==> src/rtl/bulls_cows_referee.sv <==
// rtl/bulls_cows_referee.sv - Bulls and Cows referee: answer generation, guess scoring, game tracking.
// Define BC_FIXED_ANSWER_EN to load FIXED_ANSWER instead of drawing digits from the LFSR.
module bulls_cows_referee #(
   parameter int          MAX_TRIES    = 10,
   parameter logic [15:0] SEED         = 16'hACE1,
   parameter logic [15:0] FIXED_ANSWER = 16'h1234
) (
   input  logic        clk,
   input  logic        rst,
   input  logic        new_game,
   input  logic        guess_valid,
   input  logic [15:0] guess,
   output logic        guess_ready,
   output logic        result_valid,
   output logic [2:0]  strike,
   output logic [2:0]  ball,
   output logic        guess_err,
   output logic        win,
   output logic        lose,
   output logic [3:0]  tries,
   output logic        busy
);

   typedef enum logic [2:0] {IDLE, GEN, READY, SCORE, RESULT, DONE} state_t;

   localparam logic [15:0] SEED_EFF = (SEED == 16'h0000) ? 16'h0001 : SEED;
   localparam logic [3:0]  MAX_T    = 4'(MAX_TRIES);

   state_t      state_q, state_d;
   logic [15:0] lfsr_q, lfsr_d;
   logic [15:0] answer_q, answer_d;
   logic [15:0] guess_q, guess_d;
   logic [1:0]  idx_q, idx_d;
   logic [2:0]  strike_q, strike_d;
   logic [2:0]  ball_q, ball_d;
   logic        err_q, err_d;
   logic        win_q, win_d;
   logic        lose_q, lose_d;
   logic [3:0]  tries_q, tries_d;

   logic [3:0]  g_dig, a_dig, tries_inc;
   logic        is_strike, is_ball;
   logic [2:0]  strike_new, ball_new;
`ifndef BC_FIXED_ANSWER_EN
   logic [3:0]  cand;
   logic        cand_ok;
   logic [15:0] slot_mask;
`endif

   function automatic logic [3:0] nib(input logic [15:0] v, input logic [1:0] i);
      case (i)
         2'd0:    return v[15:12];
         2'd1:    return v[11:8];
         2'd2:    return v[7:4];
         default: return v[3:0];
      endcase
   endfunction

   function automatic logic bad_guess(input logic [15:0] v);
      logic bad;
      bad = 1'b0;
      for (int i = 0; i < 4; i++) begin
         if (nib(v, 2'(i)) > 4'd9) bad = 1'b1;
         for (int j = i + 1; j < 4; j++)
            if (nib(v, 2'(i)) == nib(v, 2'(j))) bad = 1'b1;
      end
      return bad;
   endfunction

   always_comb begin
      state_d  = state_q;
      answer_d = answer_q;
      guess_d  = guess_q;
      idx_d    = idx_q;
      strike_d = strike_q;
      ball_d   = ball_q;
      err_d    = err_q;
      win_d    = win_q;
      lose_d   = lose_q;
      tries_d  = tries_q;
      lfsr_d   = {1'b0, lfsr_q[15:1]} ^ (lfsr_q[0] ? 16'hB400 : 16'h0000);

      g_dig      = nib(guess_q, idx_q);
      a_dig      = nib(answer_q, idx_q);
      is_strike  = (g_dig == a_dig);
      // A digit that misses its own slot but matches any slot must match another one.
      is_ball    = !is_strike && ((g_dig == nib(answer_q, 2'd0)) || (g_dig == nib(answer_q, 2'd1)) ||
                                  (g_dig == nib(answer_q, 2'd2)) || (g_dig == nib(answer_q, 2'd3)));
      strike_new = strike_q + {2'b00, is_strike};
      ball_new   = ball_q + {2'b00, is_ball};
      tries_inc  = (tries_q == 4'd15) ? 4'd15 : tries_q + 4'd1;

`ifndef BC_FIXED_ANSWER_EN
      cand    = lfsr_q[3:0];
      cand_ok = (cand <= 4'd9);
      for (int j = 0; j < 3; j++)
         if ((j < int'(idx_q)) && (nib(answer_q, 2'(j)) == cand)) cand_ok = 1'b0;
      slot_mask = 16'hF000 >> {idx_q, 2'b00};
`endif

      case (state_q)
         GEN: begin
`ifdef BC_FIXED_ANSWER_EN
            answer_d = FIXED_ANSWER;
            state_d  = READY;
`else
            if (cand_ok) begin
               answer_d = (answer_q & ~slot_mask) | ({cand, 12'h000} >> {idx_q, 2'b00});
               idx_d    = idx_q + 2'd1;
               if (idx_q == 2'd3) state_d = READY;
            end
`endif
         end
         READY: begin
            if (guess_valid) begin
               guess_d  = guess;
               strike_d = 3'd0;
               ball_d   = 3'd0;
               idx_d    = 2'd0;
               if (bad_guess(guess)) begin
                  err_d   = 1'b1;
                  state_d = RESULT;
               end else begin
                  err_d   = 1'b0;
                  state_d = SCORE;
               end
            end
         end
         SCORE: begin
            strike_d = strike_new;
            ball_d   = ball_new;
            idx_d    = idx_q + 2'd1;
            if (idx_q == 2'd3) begin
               state_d = RESULT;
               tries_d = tries_inc;
               if (strike_new == 3'd4) win_d = 1'b1;
               else if (tries_inc == MAX_T) lose_d = 1'b1;
            end
         end
         RESULT:  state_d = (win_q || lose_q) ? DONE : READY;
         default: ;
      endcase

      if (new_game) begin
         state_d  = GEN;
         idx_d    = 2'd0;
         tries_d  = 4'd0;
         strike_d = 3'd0;
         ball_d   = 3'd0;
         err_d    = 1'b0;
         win_d    = 1'b0;
         lose_d   = 1'b0;
      end
   end

   always_ff @(posedge clk or posedge rst) begin
      if (rst) begin
         state_q  <= IDLE;
         lfsr_q   <= SEED_EFF;
         answer_q <= 16'h0000;
         guess_q  <= 16'h0000;
         idx_q    <= 2'd0;
         strike_q <= 3'd0;
         ball_q   <= 3'd0;
         err_q    <= 1'b0;
         win_q    <= 1'b0;
         lose_q   <= 1'b0;
         tries_q  <= 4'd0;
      end else begin
         state_q  <= state_d;
         lfsr_q   <= lfsr_d;
         answer_q <= answer_d;
         guess_q  <= guess_d;
         idx_q    <= idx_d;
         strike_q <= strike_d;
         ball_q   <= ball_d;
         err_q    <= err_d;
         win_q    <= win_d;
         lose_q   <= lose_d;
         tries_q  <= tries_d;
      end
   end

   assign guess_ready  = (state_q == READY);
   assign result_valid = (state_q == RESULT);
   assign guess_err    = err_q & result_valid;
   assign strike       = strike_q;
   assign ball         = ball_q;
   assign win          = win_q;
   assign lose         = lose_q;
   assign tries        = tries_q;
   assign busy         = (state_q == GEN) || (state_q == SCORE);

endmodule

==> config.mk <==
export PLATFORM = sky130hd
export DESIGN_NAME = bulls_cows_referee
export DESIGN_NICKNAME = d
export VERILOG_FILES = /design/src/rtl/bulls_cows_referee.sv
export SDC_FILE = /design/constraint.sdc
export NUM_CORES = 1
export LEC_CHECK = 0
export ABC_AREA = 1
export CORE_MARGIN = 4
export CORE_UTILIZATION = 45
export DETAILED_ROUTE_END_ITERATION = 12
export PLACE_DENSITY_LB_ADDON = 0.08
export SETUP_SLACK_MARGIN = 0.2
export SYNTH_ARGS = -nofsm -noshare
export SYNTH_HDL_FRONTEND = slang
export SYNTH_SLANG_ARGS = --single-unit
==> constraint.sdc <==
create_clock -name clk -period 8.15 [get_ports clk]
set_clock_uncertainty 0.05 [all_clocks]
set_input_delay 1.63 -clock clk [delete_from_list [all_inputs] [get_ports clk]]
set_output_delay 1.63 -clock clk [all_outputs]
set_load 0.005 [all_outputs]
==> run metrics, run 1 <==
R2R depth=17; Worst Hold Launch=lfsr_q[7]$_DFF_PP1_; grt met3 use=under 10%; setup violators final=0; # hold bufs at CTS=0; sw frac=between 40% and 50%; Iter 0 DRT Violations=a little over 200; fmax=between 200 and 300 MHz; synth warn=0; GP Congestion=between 0.9 and 1; first-pass GRT wire length=~18,000 um; Clock transition at path regs=about 80 ps; met2 Track Usage GR=~31%; Worst setup SP type=flip-flop; total gr overflow=0; synth-to-layout area growth=13.7%; total leakage power=~2.4 nW; Ports=36; vias in the first global route=around 3.6k; routed vias/inst=just over 5; fillers=between 900 and 1k; clock buffer count from CTS=9; r2r startpoint=idx_q[1]$_DFFE_PP0P_; Hold Fails Final Rpt=0; Die ar.=roughly 0.011 sq mm; Setup Fix Bufs, Post-CTS=0; Worst path slowest cell=dfrtp_1; Worst Max-Slew Pin Slew=871 ps; CP top delay family=simple AND/OR/NAND/NOR gates; post-CTS sizing=0; worst skew pair latency=roughly 340 ps; syn nets=~630; Post-DP HPWL=~7500 um; Setup WS post-layout=approximately 4400 ps; Hold Path Stages=0; clock share of power=about a fifth; status=finished clean; post-route antenna net violation count=0; combinational power share=about 46%; CTS tree=yes; gr busiest metal=met2; fin cells=between 700 and 800; Cell Count Post-Placement=725; CTS Root Buffer Type=clkbuf_8; Crit Path Category=reg2reg; fin crit share=between 40% and 50%; Worst Path Arrival=between 3000 and 4000 ps; maxcap violations=0; final core occ=a little over half; H-tree Lvls=3; setup TNS=0 ps; Seq cells post-synth=66; Site Rows=34; met1 Use GR=around 28%; Clock Path Buffers=2; total track usage=approximately 20%; worst slack at placement=roughly 4500 ps; post-synthesis area per instance=about 7.0 sq um; EDFF count, synth=0; DR pass1 iterations=5; RSZ-0062 raised after global routing=false; core area=0.00889 sq mm; sequential area share after synthesis=39.7%; total power=between 0.001 and 0.0015 W; routed wire length per instance=between 10 and 15 um; Pint=0.000729 W; CP Buf/Inv Count=1; clk sink count=66; FF-to-FF setup slack=4390 ps; Reg area=about 0.0017 sq mm; DRC errors left=0; CP dominant cell by count=nor2_1; Hold Path End=lfsr_q[6]$_DFF_PP1_; switching pwr=0.000591 W; crit path cell chain=clkinv_1 -> ha_1 -> a21oi_1 -> nand3_1 -> nand2_4 -> xnor2_1 -> nand3_1 -> nor2_1 -> ha_1 -> ha_1 -> xnor2_1 -> nor2_1 -> nand2_1 -> nand3_1 -> nor3_1 -> nor2_1 -> nor2_1; mapped cell area=between 0.004 and 0.005 sq mm; delay of the slowest cell on the worst path=roughly 670 ps; post-synth cell types=36; fin nets=around 660; Multi-input gate area=approximately 0.0021 sq mm; DIE WIDTH=between 100 and 150 um; Max-slew headroom=a little over two fifths; Worst VDD drop=0.0847 mV; Post-Syn Instances=596; Primary FF master, synth=dfrtp_1; CP Capture Type=flip-flop; share of layout cells above drive strength 1=between 10 and 15%; min Tclk post-route=3760 ps; Die Height=104 um; CP required=around 8400 ps; input/output buffers=35; total via count in the routed design=between 3k and 4k; max-slew violation count=0; end of the worst register-to-register path=lose$_DFFE_PP0P_; CP Max Fanout=13; pin count of the biggest net entering global routing=67; Post-Route WL=about 10,000 um; Min-Delay Path Class=reg2reg; initial core utilization=between 40 and 50%; share of async-settable or async-resettable flops after synthesis=100%; Seq pwr share=roughly 33%; Cell Pwr Density=277 mW/mm^2; initial antenna violation count=0; # diodes=0
final cells by class:
class | instances | area share [%]
inverter | 67 | 5.39
timing repair buffer | 36 | 7.52
sequential | 66 | 34.9
clock inverter | 7 | 1.60
multi-input combinational | 448 | 45.1
clock buffer | 9 | 2.60
tap | 108 | 2.84
per-layer routing:
layer | wire length, um | vias to the layer above
met5 | 0 | -
met3 | 504 | 17
met4 | 155 | 0
met1 | 4830 | 1766
li1 | - | 1945
met2 | 4710 | 106
layout by cell type, fill, tap and decap left out, types with 9 or more instances in the layout:
cell type        Yosys  layout
clkbuf_8             0       9
clkdlybuf4s50_1      0      35
dfrtp_1             58      58
ha_1                10      10
inv_1               58      57
nand2_1            234     234
nand2_2             11      11
nand3_1             42      42
nor2_1              46      46
o21ai_0             40      40
o21ai_2              9       9
o22ai_1              9       9
how the worst max path moves through the flow:
stage                          from                      end  slack (ps)  cells after the start
3_3_place_gp   idx_q[1]$_DFFE_PP0P_         lose$_DFFE_PP0P_        4700                     17
4_1_cts        idx_q[1]$_DFFE_PP0P_         lose$_DFFE_PP0P_        4460                     17
5_1_grt        idx_q[1]$_DFFE_PP0P_         lose$_DFFE_PP0P_        4120                     17
6_report       idx_q[1]$_DFFE_PP0P_         lose$_DFFE_PP0P_        4390                     17
2_1_floorplan                   rst  answer_q[0]$_DFFE_PP0P_        4830                      1
3_5_place_dp   idx_q[1]$_DFFE_PP0P_         lose$_DFFE_PP0P_        4500                     17
sequential cells by signal, summed over array words and instances (netlist names):
| name | cells |
|---|---|
| idx_q | 2 |
| strike | 3 |
| err_q | 1 |
| guess_q | 16 |
| answer_q | 16 |
| lfsr_q | 16 |
| win | 1 |
| tries | 4 |
| lose | 1 |
| state_q | 3 |
| ball | 3 |
cells in the mapped netlist, types with 5 or more instances:
cell type  number  area share [%]
o21ai_2         9             1.9
inv_1          58             5.2
buf_2           8            0.96
nand3_1        42             5.0
nand2_2        11             1.6
dfrtp_1        58              35
buf_6           5             1.3
a21oi_1         8            0.96
xnor2_1         5             1.0
o21ai_0        40             4.8
o22ai_1         9             1.3
nor2_1         46             4.1
ha_1           10             3.0
dfstp_2         8             5.0
nand2_1       234              21
inv_2           5            0.45
power groups by stage:
| stage | combinational [W] | sequential [W] | clock [W] |
|---|---|---|---|
| after floorplan | 0.000474 | 0.000416 | 0 |
| after global placement | 0.000592 | 0.000439 | 0 |
| after detailed placement | 0.000598 | 0.000441 | 0 |
| after CTS | 0.000600 | 0.000435 | 0.000290 |
| after global routing | 0.000688 | 0.000442 | 0.000307 |
| final | 0.000601 | 0.000437 | 0.000282 |
metrics by stage:
step	hold WS, ps	area [sq um]
after CTS	310	4760
after global placement	284	4560
after floorplan	281	4180
after detailed placement	294	4560
final	307	4760
after global routing	322	4760
cells by family (layout without fill, tap and decap cells):
family / count (synthesis) / in the layout / synth area share, %
AO/OA/AOI/OAI: 71 / 71 / 9.69
AND/OR/NAND/NOR: 358 / 358 / 36.7
XOR/XNOR: 9 / 9 / 1.88
flip-flops: 66 / 66 / 39.7
buffers and inverters: 82 / 119 / 9.00
adder cells (fa/ha/maj): 10 / 10 / 2.99
Power figures use the tool's default switching activity.
==> run 2, diff against run 1 <==
clock period = 3.5 ns   (was 8.15 ns; I/O delays follow)
==> run 2 against run 1 <==
Non-clock buffer count grew 4. Sequential power grew 130%. Die area is the same. Flip-flop and latch count is the same. Sequential share of layout area shrank 0.17 points. Clock power grew 110%. Hold slack lost 3.8 ps. Via count grew 0.31%. Critical endpoint unchanged.
==> run metrics, run 2 (synthesis results as in run 1) <==
routed vias/inst=5.16 (-0.23%); Regs by FF count=answer_q: 16 flops, guess_q: 16 flops, lfsr_q: 16 flops; routed wire length per instance=14.0 um (+1.9%); DIE WIDTH=104 um (unchanged); CTS tree=yes; core area=0.00889 sq mm (unchanged); Min-Delay Path Class=reg2reg; status=finished clean; vias in the first global route=3,699 (+2.2%); max-slew violation count=0 (unchanged); Worst Max-Slew Pin Slew=908 ps (+37.1 ps); Worst Path Arrival=3190 ps (-800 ps); Die ar.=0.0109 sq mm (unchanged); first-pass GRT wire length=18,100 um (+2.3%); # diodes=0 (unchanged); clock buffer count from CTS=9 (unchanged); maxcap violations=0 (unchanged); Cell Count Post-Placement=729 (+0.55%); Post-DP HPWL=8060 um (+7.2%); total via count in the routed design=3,846 (+0.31%); clk sink count=66 (unchanged); H-tree Lvls=3 (unchanged); setup TNS=0 ps (unchanged); total gr overflow=0 (unchanged); CP Max Fanout=9 (-4); Die Height=104 um (unchanged); RSZ-0062 raised after global routing=false; DR pass1 iterations=5 (unchanged); CP Capture Type=flip-flop; worst skew pair latency=350 ps (about the same); initial core utilization=47.1% (unchanged); setup violators final=0 (unchanged); Clock Path Buffers=2 (unchanged); most common cell after layout, fill and taps aside=nand2_1; GP Congestion=0.908 (-4.9%); Hold Fails Final Rpt=0 (unchanged); # hold bufs at CTS=0 (unchanged); CTS Root Buffer Type=clkbuf_8; Cell Pwr Density=636 mW/mm^2 (+130%); fin cells=745 (+0.54%); CP required=3740 ps (-4640 ps); Worst setup SP type=flip-flop; min Tclk post-route=2960 ps (-806 ps); total leakage power=2.37 nW (+0.45%); fin nets=662 (+0.61%); share of layout cells above drive strength 1=12.1% (+1.3 points); post-route antenna net violation count=0 (unchanged); post-CTS sizing=0 (unchanged); Max-slew headroom=39.3% (-2.5 points); Iter 0 DRT Violations=184 (-9.8%); Worst VDD drop=0.251 mV (+200%); synth-to-layout area growth=14.3%; Post-Route WL=10,500 um (+2.4%); Ports=36 (unchanged); DRC errors left=0 (unchanged); Clock transition at path regs=80 ps (about the same); Site Rows=34 (unchanged); initial antenna violation count=0 (unchanged); input/output buffers=35 (unchanged); Setup Fix Bufs, Post-CTS=0 (unchanged); pin count of the biggest net entering global routing=35 (-48%); fin crit share=84.4% (+38 points); Crit Path Category=reg2reg; fmax=338 MHz (+27%); total track usage=20.4% (+0.71 points); FF-to-FF setup slack=540 ps (-3840 ps); commonest cells after routing, fill and taps aside=nand2_1, inv_1, dfrtp_1
[run 2: changes by cell type in the layout (fill, tap and decap cells not counted)]
cell,change
inv_6,+2
clkinv_2,-1
ha_1,-3
ha_2,+3
buf_4,+4
nand3_2,+1
dfrtp_2,+1
dfrtp_1,-1
nand3_1,-1
bufinv_16,-1
[run 2: cell type report]
class | count | area (sq um)
clock buffers | 9 | 124
clock inverters | 7 | 58.8
fillers | 875 | 4110
inverters | 67 | 256
multi-input cells | 448 | 2160
flip-flops and latches | 66 | 1660
well taps | 108 | 135
repair buffers | 40 | 388
[run 2: through the flow]
step | hold WS (ps) | util [%] | instance area, sq um | setup WS (ps) | power, W
after global placement | 285 | 51.6 | 4590 | 548 | 0.00240
final | 303 | 53.8 | 4780 | 545 | 0.00304
after floorplan | 281 | - | 4180 | 702 | 0.00207
after global routing | 317 | 53.8 | 4780 | 219 | 0.00332
after CTS | 305 | 53.6 | 4770 | 375 | 0.00304
after detailed placement | 286 | 51.6 | 4590 | 389 | 0.00243
[run 2: layer usage]
metal | global-route usage (%) | part of all wire, % | wire [um]
met2 | 30.3 | 43 | 4480
met4 | 8.55 | 3.3 | 350
met5 | 0 | 0 | 0
met3 | 4.28 | 5.3 | 549
met1 | 28.9 | 49 | 5080
[run 2: power by group]
group | total, W | switching, W | internal, W | leakage [nW]
Sequential | 0.000999 | 0.000116 | 0.000884 | 0.863
Clock | 0.000602 | 0.000334 | 0.000268 | 0.0872
Combinational | 0.00144 | 0.000935 | 0.000508 | 1.42
Total | 0.00304 | 0.00139 | 0.00166 | 2.37
[run 2: final timing paths]
check / from / cells after the start / to
max: idx_q[1]$_DFFE_PP0P_ / 17 / lose$_DFFE_PP0P_
min: lfsr_q[9]$_DFF_PP0_ / 0 / lfsr_q[8]$_DFF_PP0_
max reg2reg: idx_q[1]$_DFFE_PP0P_ / 17 / lose$_DFFE_PP0P_
min reg2reg: lfsr_q[9]$_DFF_PP0_ / 0 / lfsr_q[8]$_DFF_PP0_
max in group asynchronous: rst / 3 / idx_q[0]$_DFFE_PP0P_
min in group asynchronous: rst / 2 / lfsr_q[14]$_DFF_PP0_
[run 2: critical path: stages, from the launching register on]
cell	delay (ps)
dfrtp_1	420
clkinv_1	190
ha_2	290
a21oi_1	200
nand3_2	180
nand2_4	120
xnor2_1	160
nand3_1	100
nor2_1	170
ha_1	180
ha_1	150
xnor2_1	140
nor2_1	60
nand2_1	110
nand3_1	80
nor3_1	150
nor2_1	60
nor2_1	70
